$ cat src/rtl/column_count_resolver_pkg.sv
// Shared types and sizing helpers for the column count resolver.
// Imported by the segment adder and by the resolver top level.
package column_count_resolver_pkg;

    typedef enum logic [1:0] {
        ST_IDLE,
        ST_RUN,
        ST_DONE
    } state_e;

    localparam int COUNT_W      = 3;
    localparam int CARRY_W      = 3;
    localparam int DEF_NUM_COLS = 64;
    localparam int DEF_SEG_COLS = 16;

    function automatic int num_segments(input int num_cols, input int seg_cols);
        return num_cols / seg_cols;
    endfunction

    // A single-segment configuration still needs a 1-bit index register.
    function automatic int seg_idx_width(input int nseg);
        return (nseg > 1) ? $clog2(nseg) : 1;
    endfunction

endpackage

$ cat src/rtl/column_count_resolver_segment_adder.sv
// Combinational weighted sum of one segment of column counts plus an incoming carry.
// The adder splits the total into the segment's binary sum bits and the carry into the next segment.
module column_segment_adder
    import column_count_resolver_pkg::*;
#(
    parameter int SEG_COLS = DEF_SEG_COLS
) (
    input  logic [COUNT_W*SEG_COLS-1:0] seg_counts_i,
    input  logic [CARRY_W-1:0]          carry_i,
    output logic [SEG_COLS-1:0]         sum_o,
    output logic [CARRY_W-1:0]          carry_o
);

    // 7*(2^SEG_COLS - 1) + 7 == 7*2^SEG_COLS, so SEG_COLS+3 bits always hold the total.
    localparam int ACC_W = SEG_COLS + CARRY_W;

    logic [ACC_W-1:0] acc;

    always_comb begin
        acc = ACC_W'(carry_i);
        for (int j = 0; j < SEG_COLS; j++) begin
            acc = acc + (ACC_W'(seg_counts_i[j*COUNT_W +: COUNT_W]) << j);
        end
    end

    assign sum_o   = acc[SEG_COLS-1:0];
    assign carry_o = acc[ACC_W-1:SEG_COLS];

endmodule

$ cat src/rtl/column_count_resolver.sv
// Resolves a vector of per-column 3-bit counts into a binary sum, one segment per cycle,
// with a valid/ready handshake on both sides.
module column_count_resolver
    import column_count_resolver_pkg::*;
#(
    parameter int NUM_COLS = DEF_NUM_COLS,
    parameter int SEG_COLS = DEF_SEG_COLS
) (
    input  logic                        clk,
    input  logic                        rst_n,
    input  logic                        in_valid,
    output logic                        in_ready,
    input  logic [COUNT_W*NUM_COLS-1:0] in_counts,
    output logic                        out_valid,
    input  logic                        out_ready,
    output logic [NUM_COLS+CARRY_W-1:0] out_sum
);

    localparam int NSEG      = num_segments(NUM_COLS, SEG_COLS);
    localparam int SEG_IDX_W = seg_idx_width(NSEG);
    localparam int SEG_BITS  = COUNT_W * SEG_COLS;
    localparam int SUM_W     = NUM_COLS + CARRY_W;

    state_e                      state_q, state_d;
    logic [SEG_IDX_W-1:0]        seg_idx_q, seg_idx_d;
    logic [CARRY_W-1:0]          carry_q, carry_d;
    logic [COUNT_W*NUM_COLS-1:0] counts_q, counts_d;
    logic [SUM_W-1:0]            sum_q, sum_d;

    logic [SEG_BITS-1:0]         seg_counts;
    logic [SEG_COLS-1:0]         seg_sum;
    logic [CARRY_W-1:0]          seg_carry;
    logic                        accept;
    logic                        last_seg;

    assign in_ready  = rst_n && ((state_q == ST_IDLE) || ((state_q == ST_DONE) && out_ready));
    assign accept    = in_valid && in_ready;
    assign out_valid = (state_q == ST_DONE);
    assign out_sum   = sum_q;
    assign last_seg  = (seg_idx_q == SEG_IDX_W'(NSEG - 1));

    always_comb begin
        seg_counts = '0;
        for (int s = 0; s < NSEG; s++) begin
            if (seg_idx_q == SEG_IDX_W'(s)) begin
                seg_counts = counts_q[s*SEG_BITS +: SEG_BITS];
            end
        end
    end

    column_segment_adder #(
        .SEG_COLS (SEG_COLS)
    ) u_segment_adder (
        .seg_counts_i (seg_counts),
        .carry_i      (carry_q),
        .sum_o        (seg_sum),
        .carry_o      (seg_carry)
    );

    always_comb begin
        state_d   = state_q;
        seg_idx_d = seg_idx_q;
        carry_d   = carry_q;
        counts_d  = counts_q;
        sum_d     = sum_q;

        unique case (state_q)
            ST_IDLE: begin
                if (accept) begin
                    counts_d  = in_counts;
                    seg_idx_d = '0;
                    carry_d   = '0;
                    state_d   = ST_RUN;
                end
            end
            ST_RUN: begin
                for (int s = 0; s < NSEG; s++) begin
                    if (seg_idx_q == SEG_IDX_W'(s)) begin
                        sum_d[s*SEG_COLS +: SEG_COLS] = seg_sum;
                    end
                end
                carry_d   = seg_carry;
                seg_idx_d = seg_idx_q + 1'b1;
                if (last_seg) begin
                    sum_d[NUM_COLS +: CARRY_W] = seg_carry;
                    seg_idx_d                  = '0;
                    state_d                    = ST_DONE;
                end
            end
            ST_DONE: begin
                // Accepting here lets the next vector start without an IDLE bubble.
                if (out_ready) begin
                    if (accept) begin
                        counts_d  = in_counts;
                        seg_idx_d = '0;
                        carry_d   = '0;
                        state_d   = ST_RUN;
                    end else begin
                        state_d   = ST_IDLE;
                    end
                end
            end
            default: begin
                state_d = ST_IDLE;
            end
        endcase
    end

    always_ff @(posedge clk or negedge rst_n) begin
        if (!rst_n) begin
            state_q   <= ST_IDLE;
            seg_idx_q <= '0;
            carry_q   <= '0;
            counts_q  <= '0;
            sum_q     <= '0;
        end else begin
            state_q   <= state_d;
            seg_idx_q <= seg_idx_d;
            carry_q   <= carry_d;
            counts_q  <= counts_d;
            sum_q     <= sum_d;
        end
    end

endmodule

$ cat config.mk
export PLATFORM = sky130hd
export DESIGN_NAME = column_count_resolver
export DESIGN_NICKNAME = d
export VERILOG_FILES = /design/src/rtl/column_count_resolver_pkg.sv /design/src/rtl/column_count_resolver_segment_adder.sv /design/src/rtl/column_count_resolver.sv
export SDC_FILE = /design/constraint.sdc
export NUM_CORES = 1
export LEC_CHECK = 0
export ABC_AREA = 1
export CELL_PAD_IN_SITES_DETAIL_PLACEMENT = 1
export CELL_PAD_IN_SITES_GLOBAL_PLACEMENT = 1
export CORE_MARGIN = 1
export CORE_UTILIZATION = 38
export CTS_CLUSTER_DIAMETER = 120
export DETAILED_ROUTE_END_ITERATION = 12
export HOLD_SLACK_MARGIN = 0.03
export PLACE_DENSITY_LB_ADDON = 0.3
export REMOVE_ABC_BUFFERS = 1
export SLEW_MARGIN = 20
export SYNTH_ARGS = -nofsm -noshare
export SYNTH_HDL_FRONTEND = slang
export SYNTH_SLANG_ARGS = --single-unit
$ cat constraint.sdc
create_clock -name clk -period 5.31 [get_ports clk]
set_clock_uncertainty 0.1 [all_clocks]
set_input_delay 0.7965 -clock clk [delete_from_list [all_inputs] [get_ports clk]]
set_output_delay 0.7965 -clock clk [all_outputs]
set_load 0.01 [all_outputs]
Word-level counts from Yosys, hierarchy flattened
Index checks and enable logic that the tools add are counted.
{"block": "word_totals", "regBits": 266, "in_bits": 196, "output_inout_bits": 69, "elab_cells": 67}
{"block": "op_classes", "add_sub_neg": 17, "eq_ne": 8, "mux": 19, "reduce_logical": 15}
{"operator": "$mux W192", "n": 2}
{"operator": "$pmux W192 S2", "n": 1}
{"operator": "$mux W48", "n": 4}
{"operator": "$add A19 B10 Y19", "n": 1}
{"operator": "$add A19 B11 Y19", "n": 1}
{"operator": "$add A19 B12 Y19", "n": 1}
{"operator": "$add A19 B13 Y19", "n": 1}
{"operator": "$add A19 B14 Y19", "n": 1}
{"operator": "$add A19 B15 Y19", "n": 1}
{"operator": "$add A19 B16 Y19", "n": 1}
{"operator": "$add A19 B17 Y19", "n": 1}
{"operator": "$add A19 B18 Y19", "n": 1}
{"operator": "$add A19 B4 Y19", "n": 1}
{"operator": "$add A19 B5 Y19", "n": 1}
{"operator": "$add A19 B6 Y19", "n": 1}
{"operator": "$add A19 B7 Y19", "n": 1}
{"operator": "$add A19 B8 Y19", "n": 1}
{"operator": "$add A19 B9 Y19", "n": 1}
{"operator": "$mux W2", "n": 6}
{"operator": "$pmux W2 S3", "n": 2}
{"operator": "$reduce_and A2 Y1", "n": 6}
{"operator": "$pmux W3 S3", "n": 1}
{"operator": "$eq A2 B2 Y1 const B", "n": 3}
{"operator": "$mux W3", "n": 2}
{"operator": "12 further kinds", "n": 17}

Depth between registers and ports, before layout
Gate-level depths: netlist of run 1.
{"block": "logic_depth", "depth_word": 22, "mapped_depth": 26, "mapped_depth_nobuf": 25}

Hierarchy
Synthesis of run 1 repeated with hierarchy kept, for this count alone.
{"block": "hier_totals", "hier_cells": 1725, "hier_area_um2": 13496.7}
{"module": "column_count_resolver", "instances": 1, "cells_per_inst": 1509, "area_each_um2": 11954.0, "seq_area_each_um2": 6656.4}
{"module": "column_segment_adder", "instances": 1, "cells_per_inst": 216, "area_each_um2": 1542.7, "seq_area_each_um2": 0.0}

Worst setup path after synthesis of run 1
Ideal clock, no wire load.
{"block": "synth_path", "path_type": "register to register", "startpoint": "register seg_idx_q[0]", "endpoint": "register sum_q[27] (netlist: out_sum[27])", "setup_time_ps": 118, "arrival_ps": 4335, "required_time_ps": 5092, "setup_slack_ps": 757, "stages_incl_launch_ff": 23, "path_buffers": 2, "period_less_slack_ps": 4553, "cell_sequence": "dfrtp_1 -> inv_1 -> ha_1 -> buf_2 -> clkinv_1 -> clkbuf_1 -> o21ai_0 -> a21oi_1 -> ha_1 -> a21oi_1 -> nand2_1 -> fa_1 -> fa_1 -> ha_1 -> inv_1 -> fa_1 -> inv_1 -> nand3_1 -> nand3_1 -> a21oi_1 -> or2_2 -> nand3_1 -> nand2_1"}
{"block": "synth_via", "elab_chain_len": 21, "word_cells_on_any_way": 25, "cone_classes": "add/sub: 16; eq/ne: 3; mux: 4; reduce/logical: 2"}
{"item": "from (decl)", "line": "column_count_resolver.sv:25", "text": "logic [SEG_IDX_W-1:0] seg_idx_q, seg_idx_d;"}
{"item": "from (signal assigned)", "line": "column_count_resolver.sv:118", "text": "seg_idx_q <= seg_idx_d;"}
{"item": "$logic_not A2 Y1", "line": "column_count_resolver.sv:45", "text": "if (seg_idx_q == SEG_IDX_W'(s)) begin"}
{"item": "$mux W48 (4 in a row)", "line": "column_count_resolver.sv:45"}
{"item": "$add A3 B3 Y4", "line": "column_count_resolver_segment_adder.sv:22", "text": "acc = acc + (ACC_W'(seg_counts_i[j*COUNT_W +: COUNT_W]) << j);"}
{"item": "$add A19 B4 Y19", "line": "column_count_resolver_segment_adder.sv:22"}
{"item": "$add A19 B5 Y19", "line": "column_count_resolver_segment_adder.sv:22"}
{"item": "$add A19 B6 Y19", "line": "column_count_resolver_segment_adder.sv:22"}
{"item": "$add A19 B7 Y19", "line": "column_count_resolver_segment_adder.sv:22"}
{"item": "$add A19 B8 Y19", "line": "column_count_resolver_segment_adder.sv:22"}
{"item": "[... 2 more ...]"}
{"item": "$add A19 B11 Y19", "line": "column_count_resolver_segment_adder.sv:22"}
{"item": "$add A19 B12 Y19", "line": "column_count_resolver_segment_adder.sv:22"}
{"item": "$add A19 B13 Y19", "line": "column_count_resolver_segment_adder.sv:22"}
{"item": "$add A19 B14 Y19", "line": "column_count_resolver_segment_adder.sv:22"}
{"item": "$add A19 B15 Y19", "line": "column_count_resolver_segment_adder.sv:22"}
{"item": "$add A19 B16 Y19", "line": "column_count_resolver_segment_adder.sv:22"}
{"item": "$add A19 B17 Y19", "line": "column_count_resolver_segment_adder.sv:22"}
{"item": "$add A19 B18 Y19", "line": "column_count_resolver_segment_adder.sv:22"}
{"item": "to (signal assigned)", "line": "column_count_resolver.sv:121", "text": "sum_q <= sum_d;"}
{"item": "to (decl)", "line": "column_count_resolver.sv:28", "text": "logic [SUM_W-1:0] sum_q, sum_d;"}
Parallel ways exist; a longest one is shown, timed or not.
A chain may end at the register's enable or synchronous reset.

Worst setup path after layout of run 1
{"block": "layout_path", "startpoint": "register seg_idx_q[1]", "endpoint": "register sum_q[59] (netlist: out_sum[59])"}
The elaborated chain is that of the path after synthesis.

==> results of run 1 <==
## area by class of cell
class | instances | area [µm²] | area share (%)
Sequential cell | 266 | 6660 | 39.0
Multi-Input combinational cell | 1159 | 5760 | 33.8
Timing Repair Buffer | 285 | 2810 | 16.4
Clock buffer | 47 | 863 | 5.06
Tap cell | 448 | 561 | 3.28
Inverter | 85 | 319 | 1.87
Clock inverter | 5 | 104 | 0.608
Antenna cell | 1 | 2.50 | 0.0147
## worst max-delay path: cells and delay by family (launching register included)
family / cells / cell delay [ns]
AO/OA/AOI/OAI: 4 / 0.54
adder cells (fa/ha/maj): 6 / 2.15
flip-flops: 1 / 0.40
buffers and inverters: 4 / 0.40
AND/OR/NAND/NOR: 9 / 1.10
## synth_stat cells, drive strengths merged
cell,instances
nand3,235
xor2,1
nand4,1
nand2,604
and3,1
nand3b,2
a22oi,44
clkinv,1
o21ai,112
dfrtp,266
nor2,22
buf,68
ha,39
clkbuf,36
xnor2,5
fa,17
inv,84
a21oi,70
nor3,3
or2,3
## cell families (layout without fill, tap and decap cells)
logic type | Yosys count | count (layout) | share of synthesized area [%]
buffers and inverters | 189 | 422 | 6.21
adders and majority gates | 56 | 56 | 6.27
xor gates and xnor gates | 6 | 6 | 0.398
DFF | 266 | 266 | 50.4
other | 0 | 1 | 0
and+or+nand+nor | 871 | 871 | 27.3
AOI/OAI and AO/OA | 226 | 226 | 9.40
## metrics by stage
stage	util, %	hold WS [ns]
4_1_cts	50.4	0.146
3_5_place_dp	47.6	0.353
2_1_floorplan	-	0.337
3_3_place_gp	47.6	0.348
6_report	50.4	0.116
5_1_grt	50.4	0.175
## registers in the layout (all words and copies together), names as in the netlist
| signal | cells |
|---|---|
| seg_idx_q | 2 |
| out_sum | 67 |
| carry_q | 3 |
| state_q | 2 |
| counts_q | 192 |
## worst max-delay path by stage
stage	from	to	slack, ns	depth (start not counted)
6_report	seg_idx_q[1]$_DFFE_PN0P_	out_sum[59]$_DFFE_PN0P_	0.50	23
3_5_place_dp	seg_idx_q[0]$_DFFE_PN0P_	out_sum[11]$_DFFE_PN0P_	0.57	23
2_1_floorplan	out_ready	seg_idx_q[0]$_DFFE_PN0P_	-2.65	7
4_1_cts	seg_idx_q[1]$_DFFE_PN0P_	out_sum[59]$_DFFE_PN0P_	0.52	23
5_1_grt	seg_idx_q[1]$_DFFE_PN0P_	out_sum[27]$_DFFE_PN0P_	0.15	23
3_3_place_gp	seg_idx_q[0]$_DFFE_PN0P_	out_sum[27]$_DFFE_PN0P_	0.78	23
## layer usage
metal,up-vias,track usage [%]
li1,5679,-
met1,5810,32.4
met2,273,40.1
met3,61,2.51
met4,0,6.92
met5,-,0
==> impl_metrics.yaml, run 1 <==
outcome:
  outcome: "completed"
timing:
  finalCritPeriodShare_pct: 90.6
  setup_viol: 0
  layout_setup_ws_ns: 0.498
  final_hold_viol_count: 0
  tns_ns: 0
  worst_pin_slew_ns: 1.01
  fmax_mhz: 208
  fin_crit_ns: 4.81
  report.final.slew_viol_count: 0
  slew_headroom_pct: 33.0
  rsz0062_at_grt: "false"
die:
  initial_core_util_pct: 39.0
  die-area_mm2: 0.0355
  die-height_um: 188
  die_width_um: 188
  boundaryPins: 265
  row_count: 67
  core-area_mm2: 0.0339
worst_setup_path:
  cp-end-kind: "register"
  r2r-start: "seg_idx_q[1]$_DFFE_PN0P_"
  crit_chain: "inv_1 -> ha_1 -> inv_1 -> nor2_4 -> a22oi_1 -> nand2_1 -> o21ai_0 -> a21oi_1 -> ha_1 -> nand3_1 -> nand2_1 -> fa_1 -> fa_1 -> ha_1 -> inv_1 -> fa_1 -> inv_1 -> nand3_1 -> nand3_1 -> a21oi_1 -> or2_2 -> nand3_1 -> nand2_1"
  r2r_end: "out_sum[59]$_DFFE_PN0P_"
  cp.arrival_ns: 5.14
  reg2reg_slack_ns: 0.50
  startpoint_type: "register"
  slowest_stage: "fa_1"
  ff2ff_path_depth: 23
  cp_max_fo: 5
  cpPeakStageDelay_ns: 0.55
  critPathKind: "register to register"
  cp.required_ns: 5.64
placed_design:
  place_ws_ns: 0.569
  io_buffers: 264
  dp_hpwl_mm: 29.1
  dp.cells: 2243
  routabilityCongestion: 0.868
  place_area_mm2: 0.0161
drt:
  drc_errors: 0
  wl_per_cell_um: 17.9
  route.met2.wl_mm: 19.8
  vias: 11823
  m1WireLength_mm: 18.7
  routed_via_density: 5.15
  postRouteAntennaNets: 0
  met3WireLength_mm: 1.48
  dr.pass1.iters: 5
  wirelength_mm: 41.2
  highest_layer: "met4"
  drt_iter0_drc: 700
synthesis:
  synthTopCellsByArea: "dfrtp_1, nand2_1, nand3_1"
  yosysSeqAreaShare_pct: 50.4
  synthDistinctLibCells: 28
  synth_area_mm2: 0.0132
  synth_cells: 1614
  avgSynthCellArea_um2: 8.18
  synth_top_area_cell: "dfrtp_1"
  synth_top_area_share_pct: 50.4
  ys_warn_count: 0
  synth_seq_cells: 266
cells_and_area:
  layout_common_cells: "nand2_1, dfrtp_1, clkdlybuf4s50_1"
  drive_above_1_share_pct: 4.39
  areaGrowthSynthToFinish_pct: 29.3
  nFillCells: 4049
  nets: 2078
  final_common_cell: "nand2_1"
  final-instance-count-excl-fill: 2296
  design_area_mm2: 0.0171
clock_tree:
  post_cts_buffers: 0
  clock_latency_ns: 0.55
  cts_sinks: 266
  hold_buffers: 0
  cts_tree: "yes"
  cts_max_level: 1
  cts_buffers: 29
  root_buffer: "clkbuf_16"
  cts_buffer_depth: 3
  post_cts_resized: 0
  clk_pin_slew_ns: 0.06
grt:
  grt_overflow_total: 0
  grt_pass1_wl_mm: 67.8
  grt_max_degree: 157
  grt_pass1_vias: 12731
  antenna_found_initial: 0
  track_usage_pct: 23.8
worst_hold_path:
  hp-class: "input pin to asynchronous set/reset pin"
run:
  maxCapViolCount: 0
Power of run 1 is not shown: default switching activity piles up to over one toggle a cycle in this logic, so the estimate is an artifact.
==> run 2, diff against run 1 <==
--- a/config.mk
+++ b/config.mk
@@ -8,7 +8,7 @@
 export ABC_AREA = 1
 export CELL_PAD_IN_SITES_DETAIL_PLACEMENT = 1
 export CELL_PAD_IN_SITES_GLOBAL_PLACEMENT = 1
-export CORE_MARGIN = 1
+export CORE_MARGIN = 8
 export CORE_UTILIZATION = 38
 export CTS_CLUSTER_DIAMETER = 120
 export DETAILED_ROUTE_END_ITERATION = 12
==> impl_metrics.yaml, run 2 (same netlist as run 1, synthesis figures left out) <==
outcome:
  outcome: "completed"
clock_tree:
  cts_tree: "yes"
  root_buffer: "clkbuf_16"
  post_cts_resized: 0
  cts_sinks: 266
  cts_max_level: 1
  cts_buffer_depth: 3
  hold_buffers: 0
  clk_pin_slew_ns: 0.06
  post_cts_buffers: 0
  cts_buffers: 29
  clock_latency_ns: 0.54
drt:
  vias: 11884
  wl_per_cell_um: 18.7
  drt_iter0_drc: 485
  drc_errors: 0
  postRouteAntennaNets: 0
  routed_via_density: 5.16
  dr.pass1.iters: 7
  wirelength_mm: 43.1
worst_setup_path:
  critPathKind: "register to register"
  startpoint_type: "register"
  cp.required_ns: 5.64
  cp-end-kind: "register"
  cp_max_fo: 6
  cp.arrival_ns: 5.18
cells_and_area:
  drive_above_1_share_pct: 4.77
  nets: 2076
  regMostFlops: "counts_q"
  antenna_cells: 0
  layout_common_cells: "nand2_1, dfrtp_1, clkdlybuf4s50_1"
  largest_register_ffs: 192
  areaGrowthSynthToFinish_pct: 29.6
  final-instance-count-excl-fill: 2301
  final_common_cell: "nand2_1"
placed_design:
  io_buffers: 264
  dp.cells: 2248
  routabilityCongestion: 0.843
  dp_hpwl_mm: 30.7
timing:
  final_hold_viol_count: 0
  setup_viol: 0
  finalCritPeriodShare_pct: 91.4
  fin_crit_ns: 4.85
  slew_headroom_pct: 33.7
  rsz0062_at_grt: "false"
  report.final.slew_viol_count: 0
  worst_pin_slew_ns: 0.995
  fmax_mhz: 206
die:
  die-height_um: 202
  die-area_mm2: 0.0410
  die_width_um: 202
  boundaryPins: 265
  core-area_mm2: 0.0344
  row_count: 68
  initial_core_util_pct: 38.4
grt:
  grt_overflow_total: 0
  track_usage_pct: 20.6
  antenna_found_initial: 0
  grt_max_degree: 162
  grt_pass1_wl_mm: 69.2
  grt_pass1_vias: 12883
run:
  maxCapViolCount: 0
worst_hold_path:
  hp-class: "input pin to asynchronous set/reset pin"
## run 2: cell count changes in the layout (fill, tap and decap cells not counted)
cell	delta
clkinv_4	-1
clkbuf_8	-1
clkinv_2	+6
bufinv_16	+1
diode_2	-1
buf_12	+1
clkbuf_1	-8
clkinvlp_4	+4
buf_4	-3
## run 2: final cells by class
cell class              count  area, µm²
flip-flops and latches    266       6660
inverters                  85        319
multi-input cells        1159       5760
well taps                 455        569
fillers                  4069      17300
repair buffers            283       2800
clock inverters            15        185
clock buffers              38        820
## run 2: worst max-delay path, stage by stage (launching register included)
cell and delay, ns:
dfrtp_1 0.43, inv_1 0.11, ha_1 0.15, inv_1 0.09, nor2_4 0.18, a22oi_1 0.11
nand2_1 0.08, o21ai_0 0.08, a21oi_1 0.27, ha_1 0.29, nand3_1 0.08, nand2_1 0.08
fa_1 0.52, fa_1 0.55, ha_1 0.24, inv_1 0.07, fa_1 0.40, inv_1 0.10
nand3_1 0.07, nand3_1 0.14, a21oi_1 0.10, or2_2 0.32, nand3_1 0.11, nand2_1 0.06
## run 2: per-layer routing
| layer | share of wire [%] | global-route usage, % | up-vias |
|---|---|---|---|
| li1 | - | - | 5681 |
| met1 | 45 | 26.8 | 5858 |
| met2 | 48 | 35.3 | 269 |
| met3 | 3.8 | 3.14 | 76 |
| met4 | 3.0 | 5.75 | 0 |
| met5 | 0 | 0 | - |
## run 2: through the flow
stage	cell area, µm²	TNS (ns)	utilization, %	hold slack, ns	setup slack [ns]
2_1_floorplan	12700	-510.86	-	0.337	-2.65
3_3_place_gp	16100	0	46.9	0.348	0.761
3_5_place_dp	16100	0	46.9	0.353	0.512
4_1_cts	17100	0	49.8	0.103	0.457
5_1_grt	17100	0	49.8	0.119	0.0772
6_report	17100	0	49.8	0.0975	0.458
## run 2: worst paths after layout
check	depth (start not counted)	end	start	slack, ns
min in group clk	2	counts_q[159]$_DFFE_PN0P_	counts_q[159]$_DFFE_PN0P_	0.36
max in group asynchronous	3	counts_q[121]$_DFFE_PN0P_	rst_n	3.14
setup reg to reg	23	out_sum[43]$_DFFE_PN0P_	seg_idx_q[0]$_DFFE_PN0P_	0.46
hold reg to reg	2	counts_q[159]$_DFFE_PN0P_	counts_q[159]$_DFFE_PN0P_	0.36
setup / recovery	23	out_sum[43]$_DFFE_PN0P_	seg_idx_q[0]$_DFFE_PN0P_	0.46
hold / removal	1	counts_q[92]$_DFFE_PN0P_	rst_n	0.1
Power of run 2 is left out for the same reason.
==> run 3, diff against run 2 <==
--- a/config.mk
+++ b/config.mk
@@ -8,14 +8,14 @@
 export ABC_AREA = 1
 export CELL_PAD_IN_SITES_DETAIL_PLACEMENT = 1
 export CELL_PAD_IN_SITES_GLOBAL_PLACEMENT = 1
-export CORE_MARGIN = 8
+export CORE_ASPECT_RATIO = 1.4
+export CORE_MARGIN = 2
 export CORE_UTILIZATION = 38
 export CTS_CLUSTER_DIAMETER = 120
 export DETAILED_ROUTE_END_ITERATION = 12
 export HOLD_SLACK_MARGIN = 0.03
 export PLACE_DENSITY_LB_ADDON = 0.3
 export REMOVE_ABC_BUFFERS = 1
-export SLEW_MARGIN = 20
 export SYNTH_ARGS = -nofsm -noshare
 export SYNTH_HDL_FRONTEND = slang
 export SYNTH_SLANG_ARGS = --single-unit
==> impl_metrics.yaml, run 3 (same netlist as run 1, synthesis figures left out) <==
outcome:
  outcome: "completed"
timing:
  setup_viol: 0
  final_hold_viol_count: 0
  report.final.slew_viol_count: 0
  slew_headroom_pct: 34.1
  worst_pin_slew_ns: 0.989
  finalCritPeriodShare_pct: 91.9
  fmax_mhz: 205
  tns_ns: 0
  rsz0062_at_grt: "false"
  whs_ns: 0.0564
  fin_crit_ns: 4.88
drt:
  dr.pass1.iters: 5
  wirelength_mm: 41.4
  vias: 11801
  drc_errors: 0
  wl_per_cell_um: 18.1
  drt_iter0_drc: 468
  postRouteAntennaNets: 0
  routed_via_density: 5.15
die:
  initial_core_util_pct: 38.7
  core-area_mm2: 0.0341
  die-height_um: 225
  boundaryPins: 265
  die-area_mm2: 0.0363
  die_width_um: 162
  row_count: 80
cells_and_area:
  final_util_pct: 50.0
  final_common_cell: "nand2_1"
  drive_above_1_share_pct: 4.29
  regMostFlops: "counts_q"
  largest_register_ffs: 192
  areaGrowthSynthToFinish_pct: 29.2
  antenna_cells: 0
  layout_common_cells: "nand2_1, dfrtp_1, clkdlybuf4s50_1"
  final-instance-count-excl-fill: 2291
  nets: 2074
clock_tree:
  hold_buffers: 0
  cts_tree: "yes"
  post_cts_buffers: 0
  cts_sinks: 266
  cts_max_level: 1
  cts_buffers: 27
  clk_pin_slew_ns: 0.06
  post_cts_resized: 0
  cts_buffer_depth: 3
  clock_latency_ns: 0.55
  root_buffer: "clkbuf_16"
placed_design:
  dp.cells: 2244
  io_buffers: 264
  routabilityCongestion: 0.839
  dp_hpwl_mm: 29.3
worst_setup_path:
  cp-end-kind: "register"
  cp.depth: 22
  startpoint_type: "register"
  path_common_cell: "nand3_1"
  cp.arrival_ns: 5.20
  cp.required_ns: 5.63
  slowest_stage: "fa_1"
  critPathKind: "register to register"
  path_delay_family: "adder cells"
  ff2ff_path_depth: 22
  critPathBufInv: 4
  cpPeakStageDelay_ns: 0.55
  crit_chain: "inv_1 -> ha_2 -> buf_4 -> a22oi_1 -> nand2_1 -> o21ai_0 -> a21oi_1 -> ha_1 -> nand3_1 -> nand2_1 -> fa_1 -> fa_1 -> ha_1 -> inv_1 -> fa_1 -> inv_1 -> nand3_1 -> nand3_1 -> a21oi_1 -> or2_2 -> nand3_1 -> nand2_1"
  cp_max_fo: 15
grt:
  grt_max_degree: 143
  antenna_found_initial: 0
  grt_pass1_vias: 12756
  grt_pass1_wl_mm: 66.4
  grt_overflow_total: 0
  track_usage_pct: 23.1
worst_hold_path:
  hp-class: "input pin to asynchronous set/reset pin"
run:
  maxCapViolCount: 0
==> run 3: changes by cell type in the layout (fill, tap and decap cells not counted), sizes merged <==
| cell | previous run | this run |
|---|---|---|
| clkinvlp | 4 | 0 |
| clkbuf | 38 | 42 |
| clkinv | 7 | 1 |
==> run 3: layout make-up <==
type                    count  area (µm²)
inverters                  85         319
fillers                  4092       17100
clock buffers              42         822
repair buffers            283        2800
flip-flops and latches    266        6660
multi-input cells        1159        5760
well taps                 451         564
clock inverters             5         129
==> run 3: final timing paths <==
check                                     startpoint                        end  slack [ns]
max reg2reg                 seg_idx_q[1]$_DFFE_PN0P_    out_sum[27]$_DFFE_PN0P_        0.43
max                         seg_idx_q[1]$_DFFE_PN0P_    out_sum[27]$_DFFE_PN0P_        0.43
min reg2reg                counts_q[139]$_DFFE_PN0P_  counts_q[139]$_DFFE_PN0P_        0.37
min in group clk           counts_q[139]$_DFFE_PN0P_  counts_q[139]$_DFFE_PN0P_        0.37
min                                            rst_n   counts_q[80]$_DFFE_PN0P_        0.06
max in group asynchronous                      rst_n  counts_q[131]$_DFFE_PN0P_        2.87
==> run 3: per-stage QoR <==
stage | cell area (µm²) | setup WS [ns]
global placement | 16100 | 0.645
detailed placement | 16100 | 0.427
CTS | 17100 | 0.402
global route | 17100 | 0.0857
finish | 17100 | 0.432
floorplan | 12700 | -2.65
==> run 3: per-layer routing <==
metal	track usage [%]	vias to the layer above	wire [µm]
met5	0	-	0
met4	10.9	0	1830
met3	2.27	84	1300
met2	42.2	252	21500
met1	27.0	5784	16800
li1	-	5681	-
Power of run 3 is left out for the same reason.
